## config.mk

```make
export PLATFORM = sky130hd
export DESIGN_NAME = lane_word_aligner
export DESIGN_NICKNAME = d
export VERILOG_FILES = /design/src/rtl/lane_word_aligner.sv
export SDC_FILE = /design/constraint.sdc
export NUM_CORES = 1
export LEC_CHECK = 0
export CAP_MARGIN = 20
export CELL_PAD_IN_SITES_DETAIL_PLACEMENT = 1
export CELL_PAD_IN_SITES_GLOBAL_PLACEMENT = 2
export CORE_MARGIN = 1
export CORE_UTILIZATION = 38
export CTS_BUF_LIST = sky130_fd_sc_hd__clkbuf_8
export CTS_CLUSTER_SIZE = 16
export DETAILED_ROUTE_END_ITERATION = 16
export PLACE_DENSITY = 0.8
export SKIP_LAST_GASP = 1
export SLEW_MARGIN = 20
export SYNTH_ARGS = -nofsm -noshare
export SYNTH_HDL_FRONTEND = slang
export SYNTH_SLANG_ARGS = --single-unit
```

## constraint.sdc

```tcl
create_clock -name clk -period 3 [get_ports clk]
set_input_delay 0.6 -clock clk [delete_from_list [all_inputs] [get_ports clk]]
set_output_delay 0.6 -clock clk [all_outputs]
set_load 0.02 [all_outputs]
```

## src/rtl/lane_word_aligner.sv

```systemverilog
// Per-lane byte aligner: hunts for the training byte across all 8 bit offsets of a
// deserialized lane, locks onto one offset and streams the aligned bytes out.
module lane_word_aligner #(
    parameter logic [7:0] ALIGN_PATTERN = 8'hAC,
    parameter int         LOCK_COUNT    = 4,
    parameter int         UNLOCK_COUNT  = 8
) (
    input  logic       clk,
    input  logic       reset,
    input  logic [7:0] raw_data,
    input  logic       train,
    input  logic       realign,
    output logic [7:0] M_AXIS_TDATA,
    output logic       M_AXIS_TVALID,
    input  logic       M_AXIS_TREADY,
    output logic       locked,
    output logic [2:0] bit_offset,
    output logic       overflow
);

    typedef enum logic [1:0] {
        SEARCH = 2'd0,
        VERIFY = 2'd1,
        LOCKED = 2'd2
    } state_t;

    localparam logic [4:0] LOCK_CNT   = 5'(LOCK_COUNT);
    localparam logic [8:0] UNLOCK_CNT = 9'(UNLOCK_COUNT);

    state_t     state_q, state_d;
    logic [7:0] prev_raw_q;
    logic [3:0] cnt_q, cnt_d;
    logic [7:0] err_q, err_d;
    logic [2:0] off_q, off_d;
    logic [7:0] tdata_q;
    logic       tvalid_q;
    logic       locked_q;
    logic       ovf_q;

    logic [15:0] win;
    logic [7:0]  aligned;
    logic        match;
    logic [4:0]  cnt_inc;
    logic [8:0]  err_inc;

    assign win     = {raw_data, prev_raw_q};
    assign aligned = win[off_q +: 8];
    assign match   = (aligned == ALIGN_PATTERN);
    assign cnt_inc = {1'b0, cnt_q} + 5'd1;
    assign err_inc = {1'b0, err_q} + 9'd1;

    always_comb begin
        state_d = state_q;
        cnt_d   = cnt_q;
        err_d   = err_q;
        off_d   = off_q;
        if (realign) begin
            state_d = SEARCH;
            cnt_d   = '0;
            err_d   = '0;
            off_d   = off_q + 3'd1;
        end else begin
            case (state_q)
                SEARCH: begin
                    if (train) begin
                        if (match) begin
                            if (LOCK_CNT == 5'd1) begin
                                state_d = LOCKED;
                                cnt_d   = '0;
                                err_d   = '0;
                            end else begin
                                state_d = VERIFY;
                                cnt_d   = 4'd1;
                            end
                        end else begin
                            off_d = off_q + 3'd1;
                        end
                    end
                end
                VERIFY: begin
                    // Losing training mid-verify restarts the hunt at the same offset.
                    if (!train) begin
                        state_d = SEARCH;
                        cnt_d   = '0;
                    end else if (match) begin
                        if (cnt_inc == LOCK_CNT) begin
                            state_d = LOCKED;
                            cnt_d   = '0;
                            err_d   = '0;
                        end else begin
                            cnt_d = cnt_inc[3:0];
                        end
                    end else begin
                        state_d = SEARCH;
                        cnt_d   = '0;
                        off_d   = off_q + 3'd1;
                    end
                end
                LOCKED: begin
                    if (train) begin
                        if (match) begin
                            err_d = '0;
                        end else if (err_inc == UNLOCK_CNT) begin
                            state_d = SEARCH;
                            err_d   = '0;
                            off_d   = off_q + 3'd1;
                        end else begin
                            err_d = err_inc[7:0];
                        end
                    end
                end
                default: begin
                    state_d = SEARCH;
                    cnt_d   = '0;
                    err_d   = '0;
                end
            endcase
        end
    end

    always_ff @(posedge clk or posedge reset) begin
        if (reset) begin
            state_q    <= SEARCH;
            prev_raw_q <= '0;
            cnt_q      <= '0;
            err_q      <= '0;
            off_q      <= '0;
            tdata_q    <= '0;
            tvalid_q   <= 1'b0;
            locked_q   <= 1'b0;
            ovf_q      <= 1'b0;
        end else begin
            state_q    <= state_d;
            prev_raw_q <= raw_data;
            cnt_q      <= cnt_d;
            err_q      <= err_d;
            off_q      <= off_d;
            tdata_q    <= aligned;
            // Qualify with next state so TVALID lines up with the TDATA registered this edge.
            tvalid_q   <= (state_d == LOCKED) && !train && !realign;
            locked_q   <= (state_d == LOCKED);
            if (realign) begin
                ovf_q <= 1'b0;
            end else if (tvalid_q && !M_AXIS_TREADY) begin
                ovf_q <= 1'b1;
            end
        end
    end

    assign M_AXIS_TDATA  = tdata_q;
    assign M_AXIS_TVALID = tvalid_q;
    assign locked        = locked_q;
    assign bit_offset    = off_q;
    assign overflow      = ovf_q;

endmodule

```

# After elaboration in Yosys (flattened, before gate mapping)
# Index checks and enable logic that the tools add are counted.
# totals
reg_bits,36
elab_cells,78
# classes
addsub,3
shift,1
n_mux,34
n_eq_ne,18
n_reduce_logical,13
# op_table
op,n
$mux W8,7
$ne A3 B3 Y1 const B,9
$mux W4,6
$pmux W8 S3,1
$mux W2,9
$mux W3,6
$shiftx A16 B4 Y8,1
$pmux W4 S3,1
$add A8 B1 Y9 const B,1
$eq A9 B4 Y1 const B,1
$eq A8 B8 Y1 const B,1
$pmux W2 S3,1
$pmux W3 S2,1
$reduce_and A6 Y1,1
$add A4 B1 Y5 const B,1
$eq A5 B3 Y1 const B,1
$reduce_and A5 Y1,1
$eq A2 B2 Y1 const B,2
$ne A2 B2 Y1 const B,2
$add A3 B1 Y3 const B,1
$logic_and A1 B1 Y1,3
$logic_not A1 Y1,3
$ne A3 B1 Y1 const B,1
$reduce_and A3 Y1,1
other kinds (6),7

# Longest topological paths before layout
# depth
ltp_word,10
depth_mapped,9
ltp_nobuf,7

# Worst setup path before layout
# OpenSTA, ideal clock, no wires.
# synth_path
path_kind,register -> register
from,"reg off_q[1], in the netlist bit_offset[1]"
to,reg err_q[2]
slack_ps,761
stages_incl_launch_ff,10
required_time_ps,2858
setup_time_ps,142
t_arrival_ps,2096
path_buffers,3
period_less_slack_ps,2239
path_cell_list,dfrtp_1 buf_6 buf_6 mux4_1 nand2_1 o31a_2 o2111ai_4 buf_6 o311ai_1 o311ai_1
# synth_between
elab_chain_cells,6
# synth_rtl
element,line,source
from (decl),34,"logic [2:0] off_q, off_d;"
from (signal assigned),127,off_q <= '0;
from (signal assigned),137,off_q <= off_d;
$shiftx A16 B4 Y8 (*),47,assign aligned = win[off_q +: 8];
$eq A8 B8 Y1 (*),48,assign match = (aligned == ALIGN_PATTERN);
$mux W8,101,if (match) begin
$mux W8,100,if (train) begin
$pmux W8 S3,63,case (state_q)
$mux W8,57,if (realign) begin
to (signal assigned),136,err_q <= err_d;
to (decl),33,"logic [7:0] err_q, err_d;"
# Every way passes the cells marked *; elsewhere a longest branch is shown, timed or not. The select of a mux whose other input is x is not followed.
# A chain may end at the register's enable or synchronous reset.

# Worst setup path after layout
# layout_path
from,"reg off_q[1], in the netlist bit_offset[1]"
to,reg err_q[1]
# The elaborated chain is that of the path after synthesis.

==> impl_metrics.py <==
metrics = {
    "yosys": {
        "synth.distinct_cells": 57,
        "ys_seq_area_share_pct": 38.5,
        "syn-num-nets": 239,
        "synth-edff-count": 0,
        "yosysWarnings": 0,
        "syn-cell-area_um2": 2340,
        "ys_seq_elements": 36,
        "synthCells": 222,
        "async_flop_share_pct": 100,
        "yosys_most_used_dff": "dfrtp_1",
        "syn_area_per_cell_um2": 10.5,
    },
    "grt": {
        "grt_pass1_vias": 1976,
        "grt_max_degree": 37,
        "grt_pass1_wl_um": 10100,
        "antenna_found_initial": 0,
        "grt_overflow": 0,
        "grt_usage_pct": 20.7,
    },
    "setup_path": {
        "cp_slowest_stage_delay_ps": 690,
        "critical_path_class": "reg -> reg",
        "cp_max_fo": 16,
        "slowest_stage": "dfrtp_1",
        "cp_data_arrival_time_ps": 2920,
        "required_ps": 3210,
        "cp_cell_sequence": "buf_4 > mux2_2 > nor3_1 > o21a_1 > o2111ai_4 > o31ai_4 > mux2i_1",
        "end_kind": "register",
        "cp-start-kind": "register",
    },
    "clocking": {
        "clk_pin_slew_worst_paths_ps": 80,
        "cts_sinks": 36,
        "cts_hold_buf": 0,
        "cts_buffer_depth": 2,
        "clockRootBuffer": "clkbuf_8",
        "insertion_delay_ps": 290,
        "cts_setup_buffers": 0,
        "cts_made_buffers": 5,
        "cts_resized": 0,
        "cts_tree": "yes",
        "htreeDepth": 2,
    },
    "final_layout": {
        "final_util_pct": 46.9,
        "layout.nets": 270,
        "num_antenna_cells": 0,
        "synthToLayoutAreaGrowth_pct": 18.6,
        "drive_gt1_share_pct": 19.3,
    },
    "placement": {
        "pre_cts_ws_ps": 69.5,
        "dp.final_hpwl_um": 4460,
        "port_buffers": 26,
        "gp_congestion": 0.790,
    },
    "detailed_routing": {
        "drt_pass1_iterations": 4,
        "drt-initial-drc-count": 67,
        "vias": 1890,
        "routed_wl_um": 5890,
        "via_per_inst": 5.74,
        "drc": 0,
        "drt-wirelength-per-cell_um": 17.9,
        "ant_nets": 0,
    },
    "power_and_ir_drop": {
        "p_leak_uw": 0.00111,
        "pwr_density_cell_nw_per_um2": 699,
        "ir_drop_mv": 0.329,
    },
    "sta": {
        "report.final.slew_viol_count": 0,
        "layout_setup_ws_ps": 285,
        "max_freq_mhz": 368,
        "finalSetupTns_ps": 0,
        "fin_crit_sh_pct": 90.5,
        "worst_slew_pin_slew_ps": 643,
        "finClkSkew_ps": 12.2,
        "min_period_ps": 2710,
        "relSlewSlack_pct": 57.0,
        "setup_viol": 0,
        "hold_violations": 0,
        "rsz0062_at_grt": "false",
    },
    "floorplanning": {
        "core.rowCount": 28,
        "boundaryPins": 27,
        "dieArea_um2": 6470,
        "initial_utilization_pct": 39.5,
        "die_h_um": 80.5,
        "core_um2": 5920,
        "fp.dieW_um": 80.5,
    },
    "run_status": {
        "outcome": "complete, no violations",
    },
    "job": {
        "cap_violations": 0,
    },
    "worst_hold_path": {
        "min_path_type": "reg -> reg",
    },
}
[per-stage QoR]
step	instances	hold WS [ps]	cell area [um2]	power, uW
final	329	500	2770	1940
after detailed placement	321	487	2690	1600
after global placement	321	472	2690	1600
after CTS	329	505	2770	1960
after floorplan	222	501	2340	1310
after global routing	329	517	2770	2060
[synthesized netlist by cell type (all sizes together), types with 4 or more instances]
master / n / area [um2]
buf: 7 / 60.1
clkbuf: 4 / 15.0
o211ai: 6 / 45.0
nor3: 6 / 40.0
ha: 4 / 50.1
o21ai: 6 / 33.8
nor2: 12 / 45.0
inv: 16 / 60.1
dfrtp: 36 / 901
mux4: 4 / 93.8
mux2i: 13 / 146
a21oi: 8 / 40.0
o2111ai: 15 / 149
mux2: 11 / 124
nand2: 15 / 56.3
nand3: 12 / 60.1
nor2b: 4 / 25.0
nor3b: 4 / 35.0
[worst paths after layout]
| kind | cells after the start | slack, ps | endpoint | startpoint |
|---|---|---|---|---|
| min in group asynchronous | 3 | 710 | prev_raw_q[6]$_DFF_PP0_ | reset |
| hold / removal | 2 | 500 | overflow$_DFFE_PP0P_ | overflow$_DFFE_PP0P_ |
| max in group asynchronous | 3 | 1940 | err_q[1]$_DFFE_PP0P_ | reset |
| setup / recovery | 7 | 290 | err_q[1]$_DFFE_PP0P_ | bit_offset[1]$_DFFE_PP0P_ |
| setup reg to reg | 7 | 290 | err_q[1]$_DFFE_PP0P_ | bit_offset[1]$_DFFE_PP0P_ |
| hold reg to reg | 2 | 500 | overflow$_DFFE_PP0P_ | overflow$_DFFE_PP0P_ |
[where the power goes]
part / switching (uW) / internal, uW / leakage, uW
clock: 193 / 162 / 0.0000479
combinational: 518 / 423 / 0.000603
sequential: 78.6 / 564 / 0.000460
total: 789 / 1150 / 0.00111
[layout make-up]
type	instances	area [um2]
Timing Repair Buffer	35	328
Sequential cell	36	901
Clock buffer	5	68.8
Clock inverter	3	18.8
Multi-Input combinational cell	159	1300
Inverter	16	60.1
Fill cell	663	3150
Tap cell	75	93.8
[state kept, by name (all words and copies together), names as in the netlist]
register	flops
M_AXIS_TDATA	8
M_AXIS_TVALID	1
bit_offset	3
cnt_q	4
err_q	8
locked	1
overflow	1
prev_raw_q	8
state_q	2
[metal layers]
metal / up-vias / GRT usage [%] / routed length, um
met5: - / 0 / 0
met4: 0 / 7.14 / 86
met3: 7 / 2.73 / 95
met2: 26 / 37.8 / 3150
met1: 943 / 24.6 / 2560
li1: 914 / - / -
[cells in the final DEF (no fill, tap or decap), types with 3 or more instances in the layout]
cell             count
nor2_1              12
nand3_1             12
nand2_1             15
clkbuf_8             5
o21ai_0              5
o211ai_1             6
dfrtp_1             36
nor2b_1              4
mux4_2               3
nor3_1               4
mux2_1               3
or3_1                3
clkdlybuf4s50_1     26
or2_2                3
nor3b_1              3
o2111ai_1           14
mux2_2               8
ha_1                 4
a21oi_1              8
buf_4                9
mux2i_1             11
inv_1               15
[critical path, delay by kind of cell, from the launching register on]
kind	cells	cell delay (ps)
buf+inv	1	270
flops	1	690
simple gates	1	170
compound gates	3	880
mux	2	600
[kinds of logic (layout without fill, tap and decap cells)]
kind of cell,count (synthesis),after routing,share of synthesized area [%]
simple gates,68,68,15.9
mux,28,28,15.6
flops,36,36,38.5
buf+inv,27,59,5.77
fa+ha+maj,4,4,2.14
compound gates,59,59,22.1
Note: power is estimated with default switching activity, not from simulation.
